File: config.mk
export PLATFORM = sky130hd
export DESIGN_NAME = result_reader_flat
export DESIGN_NICKNAME = d
export VERILOG_FILES = /design/src/rtl/result_reader_pkg.sv /design/src/rtl/result_reader_if.sv /design/src/rtl/result_reader_lane_select.sv /design/src/rtl/result_reader.sv /design/src/flat_wrapper.sv
export SDC_FILE = /design/constraint.sdc
export NUM_CORES = 1
export LEC_CHECK = 0
export CAP_MARGIN = 20
export CORE_MARGIN = 1.5
export CORE_UTILIZATION = 49
export DETAILED_ROUTE_END_ITERATION = 12
export PLACE_DENSITY = 0.8
export SKIP_CTS_REPAIR_TIMING = 1
export SYNTH_ARGS = -nofsm -noshare
export SYNTH_HDL_FRONTEND = slang
export SYNTH_SLANG_ARGS = --single-unit
File: constraint.sdc
create_clock -name clk -period 1.85 [get_ports clk]
set_clock_uncertainty 0.1 [all_clocks]
set_input_delay 0.185 -clock clk [delete_from_list [all_inputs] [get_ports clk]]
set_output_delay 0.185 -clock clk [all_outputs]
set_load 0.1 [all_outputs]
File: src/rtl/result_reader_pkg.sv
// Shared constants and state encoding for the result reader.
// LANES/LANE_W match the product register file; the FSM encoding is fixed
// so that other blocks and debug tooling can decode the state.
package result_reader_pkg;

    localparam int unsigned LANES  = 8;
    localparam int unsigned LANE_W = 8;
    localparam int unsigned IDX_W  = $clog2(LANES);
    localparam int unsigned VEC_W  = LANES * LANE_W;

    typedef enum logic [1:0] {
        ST_IDLE   = 2'd0,
        ST_STREAM = 2'd1,
        ST_FINISH = 2'd2
    } state_t;

    // True when idx addresses the final lane of the vector.
    function automatic logic is_last_lane(input logic [IDX_W-1:0] idx);
        return idx == IDX_W'(LANES - 1);
    endfunction

endpackage

File: src/rtl/result_reader_if.sv
// Byte-stream interface from the result reader to its consumer.
//   out_data  : current lane byte
//   out_idx   : lane index of out_data
//   out_valid : out_data/out_idx are valid
//   out_ready : consumer accepts the byte this cycle
// master = producer (result_reader), slave = consumer.
interface result_reader_if;
    import result_reader_pkg::*;

    logic [LANE_W-1:0] out_data;
    logic [IDX_W-1:0]  out_idx;
    logic              out_valid;
    logic              out_ready;

    modport master (
        output out_data,
        output out_idx,
        output out_valid,
        input  out_ready
    );

    modport slave (
        input  out_data,
        input  out_idx,
        input  out_valid,
        output out_ready
    );

endinterface

File: src/rtl/result_reader_lane_select.sv
// Lane multiplexer: picks one byte lane out of the packed snapshot.
//   snapshot : packed vector, lane k at [k*LANE_W +: LANE_W]
//   idx      : lane to select
//   lane_c   : selected lane (combinational)
module result_reader_lane_select
    import result_reader_pkg::*;
(
    input  logic [VEC_W-1:0]  snapshot,
    input  logic [IDX_W-1:0]  idx,
    output logic [LANE_W-1:0] lane_c
);

    logic [LANES-1:0][LANE_W-1:0] lanes;

    always_comb begin
        lanes  = snapshot;
        lane_c = lanes[idx];
    end

endmodule

File: src/rtl/result_reader.sv
// Snapshots the packed 64-bit result vector on start and streams it out one
// lane per valid/ready handshake, lane 0 first.
//   clk, reset_n : clock, asynchronous active-low reset
//   start        : begin a transaction (honoured only in IDLE)
//   flush        : synchronous abort back to IDLE (beats start and handshakes)
//   contents     : packed vector to snapshot
//   out_if       : byte stream (out_data/out_idx/out_valid/out_ready)
//   busy         : high from start acceptance until the done pulse
//   done         : one-cycle pulse after the final lane is accepted
module result_reader
    import result_reader_pkg::*;
(
    input  logic               clk,
    input  logic               reset_n,
    input  logic               start,
    input  logic               flush,
    input  logic [VEC_W-1:0]   contents,
    result_reader_if.master    out_if,
    output logic               busy,
    output logic               done
);

    state_t             state_q, state_d;
    logic [VEC_W-1:0]   snap_q, snap_d;
    logic [IDX_W-1:0]   idx_q, idx_d;
    logic               valid_q, valid_d;
    logic               busy_d;
    logic               done_d;
    logic               hs_c;
    logic [LANE_W-1:0]  lane_c;

    assign hs_c = valid_q & out_if.out_ready;

    // State register.
    always_ff @(posedge clk or negedge reset_n) begin
        if (!reset_n) begin
            state_q <= ST_IDLE;
        end else begin
            state_q <= state_d;
        end
    end

    // Next-state and next-output logic; every output is loaded into a flop.
    always_comb begin
        state_d = state_q;
        snap_d  = snap_q;
        idx_d   = idx_q;
        valid_d = 1'b0;
        busy_d  = 1'b0;
        done_d  = 1'b0;

        unique case (state_q)
            ST_IDLE: begin
                if (start && !flush) begin
                    state_d = ST_STREAM;
                    snap_d  = contents;
                    idx_d   = '0;
                    valid_d = 1'b1;
                    busy_d  = 1'b1;
                end
            end
            ST_STREAM: begin
                valid_d = 1'b1;
                busy_d  = 1'b1;
                if (flush) begin
                    state_d = ST_IDLE;
                    idx_d   = '0;
                    valid_d = 1'b0;
                    busy_d  = 1'b0;
                end else if (hs_c) begin
                    if (is_last_lane(idx_q)) begin
                        // Last lane taken: drop valid/busy and fire done together.
                        state_d = ST_FINISH;
                        valid_d = 1'b0;
                        busy_d  = 1'b0;
                        done_d  = 1'b1;
                    end else begin
                        idx_d = idx_q + IDX_W'(1);
                    end
                end
            end
            ST_FINISH: begin
                state_d = ST_IDLE;
                idx_d   = '0;
            end
            default: begin
                state_d = ST_IDLE;
                idx_d   = '0;
            end
        endcase
    end

    // Datapath and output registers.
    always_ff @(posedge clk or negedge reset_n) begin
        if (!reset_n) begin
            snap_q  <= '0;
            idx_q   <= '0;
            valid_q <= 1'b0;
            busy    <= 1'b0;
            done    <= 1'b0;
        end else begin
            snap_q  <= snap_d;
            idx_q   <= idx_d;
            valid_q <= valid_d;
            busy    <= busy_d;
            done    <= done_d;
        end
    end

    // out_data is a mux of two flops, so out_ready never reaches it.
    result_reader_lane_select u_lane_select (
        .snapshot (snap_q),
        .idx      (idx_q),
        .lane_c   (lane_c)
    );

    assign out_if.out_data  = lane_c;
    assign out_if.out_idx   = idx_q;
    assign out_if.out_valid = valid_q;

endmodule
File: src/flat_wrapper.sv
// flat-port wrapper written by rule: the top's interface ports become plain ports
module result_reader_flat import result_reader_pkg::*;
  (clk, reset_n, start, flush, contents, busy, done, out_if_out_data, out_if_out_idx, out_if_out_valid, out_if_out_ready);
  result_reader_if out_if_i ();
  input  logic clk;
  input  logic reset_n;
  input  logic start;
  input  logic flush;
  input  logic [VEC_W-1:0] contents;
  output logic busy;
  output logic done;
  output wire logic [$bits(out_if_i.out_data)-1:0] out_if_out_data;
  output wire logic [$bits(out_if_i.out_idx)-1:0] out_if_out_idx;
  output wire logic [$bits(out_if_i.out_valid)-1:0] out_if_out_valid;
  input wire logic [$bits(out_if_i.out_ready)-1:0] out_if_out_ready;
  assign out_if_out_data = out_if_i.out_data;
  assign out_if_out_idx = out_if_i.out_idx;
  assign out_if_out_valid = out_if_i.out_valid;
  assign out_if_i.out_ready = out_if_out_ready;
  result_reader u_core (.clk(clk), .reset_n(reset_n), .start(start), .flush(flush), .contents(contents), .out_if(out_if_i), .busy(busy), .done(done));
endmodule
==> results by group, run 1 <==
Status
  – Run status: finished with violations
  – Failing checks: setup timing

Detailed routing
  – Residual DRC: 0
  – Number of routed nets with antenna violations: 0
  – DR pass1 iterations: 4
  – Vias/cell: around 5.4
  – Final WL: 6670 um
  – Starting DRC count in detailed routing: just under 90
  – DR vias: around 2,000
  – Wirelength per Cell: 18.5 um

Place
  – Port bufs: ~80
  – Pre-CTS setup slack: -0.206 ns
  – RePlAce Congestion: between 0.7 and 0.8
  – Final HPWL DP: roughly 4600 um

Critical path
  – Worst-path fanout max: 5
  – Setup crit start: u_core.out_if.out_idx[1]
  – Critical path depth in cells: 4
  – CP required: roughly 1.6 ns
  – Critical path class: register to output port
  – Crit-path max cell delay: a little over 0.5 ns
  – Crit path max-delay cell type: mux4_2
  – R2r startpoint: u_core.out_if.out_idx[1]
  – CP Data Arrival Time: approximately 2.0 ns
  – Startpoint Class: register
  – Reg2Reg Depth: 6
  – Crit path cell chain: buf_4, mux4_2, mux2_4, buf_12
  – Buf/Inv on CP: 2
  – Top Family by Delay on Critical Path: multiplexers
  – Setup crit end kind: output port
  – Reg2Reg Setup Slack: -0.12 ns
  – Crit path to: out_if_out_data[0]
  – End of the worst register-to-register path: u_core.out_if.out_idx[0]

Finish
  – # fillers: between 400 and 500
  – Register Area: 1790 sq um
  – Ant diodes: 0
  – Area of the multi-input gates: roughly 1400 sq um
  – Ratio of cells with drive above 1 in the final layout: 0.486
  – Fin nets: 350
  – Layout overhead on the synthesized area: 38.3%

Power and ir drop
  – PwrDens: 1010 nW/um^2
  – Leak Pwr: about 0.0018 uW
  – Switching share of power: 0.303
  – Comb power frac: 0.310
  – Clock network power share: 0.241
  – Max rail drop VDD: roughly 0.59 mV
  – Sw power: between 1000 and 1500 uW
  – Power Internal: 3170 uW
  – Flop pwr share: 0.449

Timing
  – Worst-Margin Slew: 0.368 ns
  – Fmax: 442 MHz
  – Fin Hold WS: 0.295 ns
  – # setup viols final: 11
  – Slew Limit Fails: 0
  – Setup ws final: -0.413 ns
  – RSZ-0062 raised after global routing: true
  – Slew margin rel.: 0.755
  – Crit share post-route: 1.22
  – Fin. Hold Viols: 0
  – Tmin final: roughly 2.3 ns

GRT
  – Total gr overflow: 0
  – Largest net degree at the start of global routing: 72
  – First-pass GRT wire length: about 10,000 um
  – Vias in the first global route: around 2,200
  – GRT Overall Usage: 0.197
  – Initial antenna violation count: 0

Synthesis
  – Ys Warns: 0
  – Seq/Total Area, Yosys: 0.548
  – Netlist cell types: 20
  – FF+latch count, synth: 71
  – Avg Inst Size Synth: around 17 sq um
  – Synth top area cells: dfrtp_1, mux2_2, mux4_1, buf_4, ha_1
  – Synth Net Count: 260
  – Mapped Area: approximately 3200 sq um
  – Synth Instances: ~190
  – Synth top area share: 0.548
  – Yosys top cell by area: dfrtp_1

Clock tree
  – Clk_lat worst skew: approximately 0.35 ns
  – CTS tree: built
  – Worst-path clk slew: 0.07 ns
  – Clock buffer depth: 2
  – Num CTS Buffers: 9
  – Clk sink count: 71
  – H-tree depth: 3
  – Clock tree root driver cell: clkbuf_8

Floorplan
  – DIE HEIGHT: between 80 and 90 um
  – Number of I/O pins: 83
  – Die ar.: roughly 7100 sq um
  – Rows: 29
  – Die W: around 84 um
  – Initial Utilization: 0.508
  – Core area: about 6400 sq um

Job
  – Max-cap violations: 0

Hold path
  – Path type of the worst min-delay path: input pin to asynchronous set/reset pin
flip-flops by register name (all words and copies together), names as in the netlist:
| signal | count |
|---|---|
| u_core.snap_q | 64 |
| u_core.out_if.out_idx | 3 |
| u_core.state_q | 2 |
| u_core.done | 1 |
| u_core.out_if.out_valid | 1 |
power groups by stage:
stage | clock network [uW] | logic (uW) | registers [uW]
global route | 1200 | 1480 | 2080
global placement | 0 | 1380 | 2040
floorplan | 0 | 904 | 2020
finish | 1090 | 1410 | 2040
CTS | 1120 | 1410 | 2040
detailed placement | 0 | 1410 | 2070
how the worst min path moves through the flow:
stage	cells past startpoint	end	slack [ns]	from
after floorplan	0	u_core.done	-0.21	reset_n
after global placement	2	u_core.snap_q[11]	0.13	reset_n
after detailed placement	2	u_core.snap_q[27]	0.14	reset_n
after CTS	2	u_core.snap_q[27]	-0.23	reset_n
after global routing	3	u_core.snap_q[9]	0.34	reset_n
final	3	u_core.state_q[1]	0.30	reset_n
cell usage after synthesis:
master,number
nand3_1,1
mux4_1,16
buf_2,4
buf_12,1
or2_2,2
buf_4,5
buf_1,1
nor2_1,2
buf_6,1
clkbuf_1,1
dfrtp_1,71
and3b_1,1
o32ai_1,1
mux2_2,73
or3b_2,1
nor2b_1,3
a22o_2,1
ha_1,2
a22o_1,1
nor3b_2,1
cells by family after synthesis:
group                      after synthesis  share of synthesized area
buffers and inverters                   13                     0.0297
DFF                                     71                      0.548
adders and majority gates                2                    0.00772
and+or+nand+nor                         11                     0.0228
muxes                                   89                      0.383
AOI/OAI and AO/OA                        3                    0.00849
layout make-up:
cell class / instances / share of cell area
Sequential cell: 71 / 0.398
Multi-Input combinational cell: 105 / 0.304
Timing Repair Buffer: 92 / 0.237
Clock buffer: 12 / 0.0346
Tap cell: 77 / 0.0215
Clock inverter: 4 / 0.00446
per-stage QoR:
stage	area [sq um]	utilization	std cells	setup TNS, ns	power [uW]
after floorplan	3250	-	189	-2.08	2920
after global placement	4250	0.665	340	-8.59	3420
after detailed placement	4250	0.665	340	-9.30	3480
after CTS	4420	0.692	356	-4.85	4570
after global routing	4480	0.702	361	-3.84	4750
final	4480	0.702	361	-3.37	4550
per-layer routing:
metal  GRT usage  part of all wire  routed length (um)  vias to the layer above
met5           0                 0                   0                        -
met4      0.0924             0.020                 132                        0
met3      0.0531             0.054                 360                       10
met2       0.351              0.53                3510                       57
met1       0.220              0.40                2670                     1004
li1            -                 -                   -                      885
worst register-to-register path, delay by kind of cell (launching register included):
| family | cells | cell delay, ns |
|---|---|---|
| DFF | 1 | 0.54 |
| adders and majority gates | 2 | 0.39 |
| muxes | 1 | 0.28 |
| and+or+nand+nor | 1 | 0.26 |
| buffers and inverters | 1 | 0.17 |
| AOI/OAI and AO/OA | 1 | 0.10 |
placed cells by master, fill, tap and decap left out:
| master | n |
|---|---|
| clkinv_2 | 4 |
| dfrtp_4 | 2 |
| buf_2 | 1 |
| a22o_1 | 1 |
| and3b_2 | 1 |
| nor2b_4 | 1 |
| mux2_2 | 65 |
| buf_12 | 16 |
| clkbuf_8 | 11 |
| buf_6 | 1 |
| nor2_1 | 2 |
| nor2b_1 | 2 |
| or3b_2 | 1 |
| nor3b_4 | 1 |
| mux2_4 | 8 |
| dlygate4sd3_1 | 1 |
| mux4_2 | 15 |
| nand3_1 | 1 |
| clkdlybuf4s50_1 | 67 |
| o32ai_2 | 1 |
| a22o_2 | 1 |
| dfrtp_1 | 68 |
| or2_2 | 2 |
| buf_4 | 6 |
| clkbuf_1 | 1 |
| mux4_1 | 1 |
| dfrtp_2 | 1 |
| ha_1 | 2 |
Power figures use the tool's default switching activity.
==> inputs of run 2 (changes only) <==
--- a/config.mk
+++ b/config.mk
@@ -7,9 +7,10 @@
 export LEC_CHECK = 0
 export CAP_MARGIN = 20
 export CORE_MARGIN = 1.5
-export CORE_UTILIZATION = 49
+export CORE_UTILIZATION = 51
+export CTS_BUF_LIST = sky130_fd_sc_hd__clkbuf_4 sky130_fd_sc_hd__clkbuf_8
 export DETAILED_ROUTE_END_ITERATION = 12
-export PLACE_DENSITY = 0.8
+export PLACE_DENSITY = 0.83
 export SKIP_CTS_REPAIR_TIMING = 1
 export SYNTH_ARGS = -nofsm -noshare
 export SYNTH_HDL_FRONTEND = slang
==> run 2 against run 1 <==
Effect of this change:
- the run still ends with setup timing left
- cell area increased by 1.6%
- first-iteration DRC count decreased by 22%
- register-to-register slack improved by 0.05 ns
- via count increased by 2.5%
- combinational power about the same
- sequential share of layout area decreased by 0.64 points
- critical path type unchanged
- largest cell class unchanged
==> results by group, run 2 (same netlist as run 1, synthesis figures left out) <==
Status
  – Failing checks: setup timing
  – Run status: finished with violations

Floorplan
  – Core area: 6030 sq um (-5.6%)
  – Rows: 28 (-3.4%)
  – Number of I/O pins: 83 (unchanged)
  – Die ar.: 6840 sq um (-3.8%)
  – Die W: 82.7 um (-1.9%)
  – DIE HEIGHT: 82.7 um (-1.9%)
  – Initial Utilization: 0.538 (+0.0304)

Finish
  – Fin nets: 355 (+1.4%)
  – Commonest non-fill, non-tap cells in the layout: dfrtp_1, clkdlybuf4s50_1, mux2_2, buf_12, mux4_2
  – Most common cell after layout, fill and taps aside: dfrtp_1
  – Ratio of cells with drive above 1 in the final layout: 0.502 (+0.0158)
  – Reg with most FFs: u_core.snap_q
  – Fin cells: 364 (+0.83%)
  – Layout overhead on the synthesized area: 40.6%
  – Ant diodes: 0 (unchanged)
  – Largest register FFs: 64 (unchanged)
  – Final Instance Area: 4560 sq um (+1.6%)
  – Final Core Density: 0.756 (+0.0542)

Critical path
  – Startpoint Class: register
  – CP required: 1.56 ns (about the same)
  – Setup crit start: u_core.out_if.out_idx[1]
  – Critical path class: register to output port
  – CP Data Arrival Time: 1.94 ns (-0.04 ns)
  – Worst-path fanout max: 9 (+4)
  – Setup crit end kind: output port
  – R2r startpoint: u_core.out_if.out_idx[1]

GRT
  – GRT Overall Usage: 0.218 (+0.0210)
  – Vias in the first global route: 2,190 (+1.9%)
  – Largest net degree at the start of global routing: 33 (-54%)
  – Total gr overflow: 0 (unchanged)
  – First-pass GRT wire length: 10,500 um (+0.66%)
  – Initial antenna violation count: 0 (unchanged)

Power and ir drop
  – Leak Pwr: 0.00187 uW (+2.2%)
  – Max rail drop VDD: 0.787 mV (+33%)
  – PwrDens: 1030 nW/um^2 (+2.1%)

Place
  – Placed cells: 343 (+0.88%)
  – Area after DPL: 4310 sq um (+1.4%)
  – Port bufs: 82 (unchanged)
  – Final HPWL DP: 4930 um (+6.4%)
  – RePlAce Congestion: 0.768 (+6.3%)

Clock tree
  – H-tree depth: 3 (unchanged)
  – Worst-path clk slew: 0.07 ns (about the same)
  – Clk sink count: 71 (unchanged)
  – Clk_lat worst skew: 0.34 ns (about the same)
  – Clock buffer depth: 2 (unchanged)
  – Num CTS Buffers: 9 (unchanged)
  – CTS tree: built
  – Clock tree root driver cell: clkbuf_8

Timing
  – Worst-Margin Slew: 0.472 ns (+0.105 ns)
  – Setup_tns: -2.91 ns (+0.456 ns)
  – RSZ-0062 raised after global routing: true
  – Slew Limit Fails: 0 (unchanged)
  – Fin Hold WS: 0.235 ns (-0.0607 ns)
  – Setup ws final: -0.372 ns (+0.0405 ns)
  – Fin. Hold Viols: 0 (unchanged)
  – # setup viols final: 10 (-1)
  – Fmax: 450 MHz (+1.8%)
  – Crit share post-route: 1.20 (-0.0219)
  – Slew margin rel.: 0.685 (-0.0697)
  – Tmin final: 2.22 ns (-0.0405 ns)

Detailed routing
  – Residual DRC: 0 (unchanged)
  – Wirelength per Cell: 18.9 um (+2.3%)
  – Vias/cell: 5.51 (+1.6%)
  – DR vias: 2,004 (+2.5%)
  – Number of routed nets with antenna violations: 0 (unchanged)
  – Final WL: 6870 um (+3.1%)
  – DR pass1 iterations: 4 (unchanged)
  – Starting DRC count in detailed routing: 69 (-22%)

Job
  – Max-cap violations: 0 (unchanged)

Hold path
  – Path type of the worst min-delay path: input pin to asynchronous set/reset pin
[run 2: changes by cell type in the layout (fill, tap and decap cells not counted)]
cell       delta
buf_6         +2
clkinv_2      -1
clkbuf_8      -1
bufinv_16     +1
mux4_1        -1
buf_12        +1
mux4_2        +1
clkbuf_4      +2
buf_4         +2
clkbuf_1      -1
[run 2: worst max-delay path, cell delays in order, from the launching register on]
cell,delay (ns)
dfrtp_4,0.46
buf_12,0.16
mux4_2,0.52
mux2_4,0.29
buf_12,0.17
[run 2: cell type report]
cell class / instances / area (sq um)
flip-flops and latches: 71 / 1790
fillers: 382 / 1470
multi-input cells: 105 / 1360
clock buffers: 12 / 153
well taps: 75 / 93.8
repair buffers: 97 / 1120
clock inverters: 4 / 45.0
[run 2: per-stage QoR]
step,total power [uW],worst slack (ns)
2_1_floorplan,2920,-0.271
3_3_place_gp,3430,-0.146
3_5_place_dp,3490,-0.194
4_1_cts,4730,-0.525
5_1_grt,4920,-0.408
6_report,4720,-0.372
[run 2: path summary, 6_finish.rpt]
| kind | end | slack, ns | cells past startpoint |
|---|---|---|---|
| hold / removal | u_core.out_if.out_idx[2] | 0.23 | 2 |
| setup / recovery | out_if_out_data[0] | -0.37 | 4 |
| hold reg to reg | u_core.snap_q[54] | 0.41 | 1 |
| max in group asynchronous | u_core.snap_q[5] | 0.89 | 3 |
| min in group clk | u_core.snap_q[27] | 0.34 | 2 |
| setup reg to reg | u_core.out_if.out_idx[0] | -0.07 | 6 |
[run 2: routing by layer]
layer	wire (um)	share of wire	global-route usage	vias to the layer above
li1	-	-	-	895
met4	72	0.010	0.0883	0
met3	477	0.069	0.0681	7
met5	0	0	0	-
met1	2780	0.40	0.250	1038
met2	3550	0.52	0.379	64
[run 2: power by group]
group          leakage (uW)  internal, uW  switching (uW)  total, uW
registers          0.000842          1870             181       2050
clock network      0.000107           683             558       1240
logic              0.000926           764             665       1430
total               0.00187          3310            1400       4720
==> inputs of run 3 (changes only) <==
--- a/config.mk
+++ b/config.mk
@@ -10,7 +10,7 @@
 export CORE_UTILIZATION = 51
 export CTS_BUF_LIST = sky130_fd_sc_hd__clkbuf_4 sky130_fd_sc_hd__clkbuf_8
 export DETAILED_ROUTE_END_ITERATION = 12
-export PLACE_DENSITY = 0.83
+export PLACE_DENSITY = 0.93
 export SKIP_CTS_REPAIR_TIMING = 1
 export SYNTH_ARGS = -nofsm -noshare
 export SYNTH_HDL_FRONTEND = slang
==> run 3 against run 2 <==
Effect of this change:
- the run still ends with setup timing left
- first-iteration DRC count grew 23%
- non-clock buffer count down 4
- global-route usage increased by 0.37 points
- utilization grew 0.29 points
- critical path depth stayed put
- clock-buffer cell count decreased by 2
- largest power group unchanged
- final cell count down 1.1%
- register-to-register slack got worse by 0.06 ns
- sequential power is essentially flat
==> results by group, run 3 (same netlist as run 1, synthesis figures left out) <==
Place
  – Placed cells: 338 (-1.5%)
  – RePlAce Congestion: 0.793 (+3.2%)
  – Port bufs: 82 (unchanged)
  – Final HPWL DP: 4880 um (-1.0%)
  – Pre-CTS setup slack: -0.158 ns (+0.0362 ns)

Critical path
  – Setup crit end kind: output port
  – Crit path max-delay cell type: mux4_2
  – Top Family by Delay on Critical Path: multiplexers
  – R2r startpoint: u_core.out_if.out_idx[1]
  – Reg2Reg Setup Slack: -0.13 ns (-0.06 ns)
  – Critical path class: register to output port
  – Setup crit start: u_core.out_if.out_idx[1]
  – Startpoint Class: register
  – End of the worst register-to-register path: u_core.out_if.out_idx[0]
  – Most frequent CP cell: buf_12
  – Crit path cell chain: buf_12, mux4_2, mux2_4, buf_12
  – CP Data Arrival Time: 1.95 ns (about the same)
  – Reg2Reg Depth: 7 (+1)
  – Buf/Inv on CP: 2 (unchanged)
  – Worst-path fanout max: 8 (-1)
  – Crit-path max cell delay: 0.51 ns (about the same)
  – CP required: 1.56 ns (about the same)

Finish
  – Reg with most FFs: u_core.snap_q
  – Ratio of cells with drive above 1 in the final layout: 0.502 (about the same)
  – Most common cell after layout, fill and taps aside: dfrtp_1
  – Layout overhead on the synthesized area: 41.1%
  – Area of the multi-input gates: 1400 sq um (+2.9%)
  – Fin nets: 351 (-1.1%)
  – Commonest non-fill, non-tap cells in the layout: dfrtp_1, clkdlybuf4s50_1, mux2_2, mux4_2, buf_12
  – Ant diodes: 0 (unchanged)
  – Register Area: 1790 sq um (unchanged)
  – # fillers: 355 (-7.1%)
  – Largest register FFs: 64 (unchanged)
  – Final Core Density: 0.759 (+0.00291)
  – Fin cells: 360 (-1.1%)

GRT
  – GRT Overall Usage: 0.222 (+0.00372)
  – Total gr overflow: 0 (unchanged)
  – First-pass GRT wire length: 10,600 um (+0.59%)
  – Initial antenna violation count: 0 (unchanged)
  – Vias in the first global route: 2,181 (-0.41%)
  – Largest net degree at the start of global routing: 72 (+120%)

Detailed routing
  – Number of routed nets with antenna violations: 0 (unchanged)
  – Starting DRC count in detailed routing: 85 (+23%)
  – Wirelength per Cell: 20.8 um (+10%)
  – Met3 wire length: 493 um (+3.4%)
  – Met2 WL: 3900 um (+9.9%)
  – Uppermost layer routed: met4
  – Final WL: 7490 um (+9.0%)
  – DR vias: 2,013 (+0.45%)
  – DR pass1 iterations: 4 (unchanged)
  – Vias/cell: 5.59 (+1.6%)
  – Residual DRC: 0 (unchanged)
  – Met1 WL: 2860 um (+2.9%)

Clock tree
  – H-tree depth: 3 (unchanged)
  – Clk_lat worst skew: 0.34 ns (about the same)
  – Clock tree root driver cell: clkbuf_8
  – Clk sink count: 71 (unchanged)
  – Clock buffer depth: 2 (unchanged)
  – Worst-path clk slew: 0.07 ns (about the same)
  – CTS tree: built
  – Num CTS Buffers: 9 (unchanged)

Floorplan
  – Die W: 82.7 um (unchanged)
  – Initial Utilization: 0.538 (unchanged)
  – Die ar.: 6840 sq um (unchanged)
  – Rows: 28 (unchanged)
  – Number of I/O pins: 83 (unchanged)
  – DIE HEIGHT: 82.7 um (unchanged)
  – Core area: 6030 sq um (unchanged)

Timing
  – # setup viols final: 11 (+1)
  – RSZ-0062 raised after global routing: true
  – Slew margin rel.: 0.753 (+0.0677)
  – Fmax: 447 MHz (-0.61%)
  – Slew Limit Fails: 0 (unchanged)
  – Crit share post-route: 1.21 (+0.00741)
  – Worst-Margin Slew: 0.371 ns (-0.101 ns)
  – Fin. Hold Viols: 0 (unchanged)
  – Setup ws final: -0.386 ns (-0.0137 ns)
  – Tmin final: 2.24 ns (+0.0137 ns)

Power and ir drop
  – Leak Pwr: 0.00186 uW (-1.0%)
  – PwrDens: 1060 nW/um^2 (+2.7%)
  – Switching share of power: 0.299 (+0.00107)
  – PnR Total Power: 4870 uW (+3.1%)
  – Comb power frac: 0.295 (-0.008)
  – Clock network power share: 0.282 (+0.019)
  – Sw power: 1450 uW (+3.5%)
  – Power Internal: 3410 uW (+3.0%)
  – Max rail drop VDD: 0.641 mV (-19%)
  – Flop pwr share: 0.423 (-0.011)

Status
  – Run status: finished with violations
  – Failing checks: setup timing

Hold path
  – Path type of the worst min-delay path: input pin to asynchronous set/reset pin

Job
  – Max-cap violations: 0 (unchanged)
==> run 3: worst reg2reg max path, stage by stage, from the launching register on <==
cell and delay (ns):
dfrtp_4 0.52, buf_12 0.16, buf_6 0.12, ha_4 0.15
ha_4 0.15, and3b_2 0.27, o32ai_4 0.11, mux2_4 0.27
==> run 3: routing by layer <==
metal | vias to the layer above | GRT usage
li1 | 881 | -
met1 | 1030 | 0.257
met2 | 81 | 0.376
met3 | 21 | 0.0780
met4 | 0 | 0.0883
met5 | - | 0
==> run 3: per-stage QoR <==
step	TNS, ns	hold WS (ns)	cell area, sq um
finish	-3.29	0.293	4580
global route	-3.71	0.341	4580
CTS	-4.46	-0.240	4470
detailed placement	-9.38	0.137	4240
global placement	-8.11	0.137	4240
floorplan	-2.08	-0.211	3250
==> run 3: worst max path at each step <==
| stage | slack, ns | cells past startpoint | end |
|---|---|---|---|
| 6_report | -0.39 | 4 | out_if_out_data[2] |
| 5_1_grt | -0.43 | 4 | out_if_out_data[7] |
| 4_1_cts | -0.54 | 3 | out_if_out_data[2] |
| 3_5_place_dp | -0.16 | 3 | out_if_out_data[2] |
| 3_3_place_gp | -0.13 | 3 | out_if_out_data[6] |
| 2_1_floorplan | -0.27 | 4 | out_if_out_data[4] |
==> run 3: layout make-up <==
cell class | count | area share
sequential | 71 | 0.390
multi-input combinational | 105 | 0.306
timing repair buffer | 93 | 0.235
clock buffer | 10 | 0.0301
tap | 75 | 0.0205
clock inverter | 6 | 0.0183
==> run 3: power groups by stage <==
stage / Sequential [uW] / Clock [uW] / Combinational [uW]
after global placement: 2040 / 0 / 1380
after global routing: 2090 / 1470 / 1500
after CTS: 2040 / 1400 / 1420
final: 2060 / 1370 / 1440
after floorplan: 2020 / 0 / 904
after detailed placement: 2070 / 0 / 1420
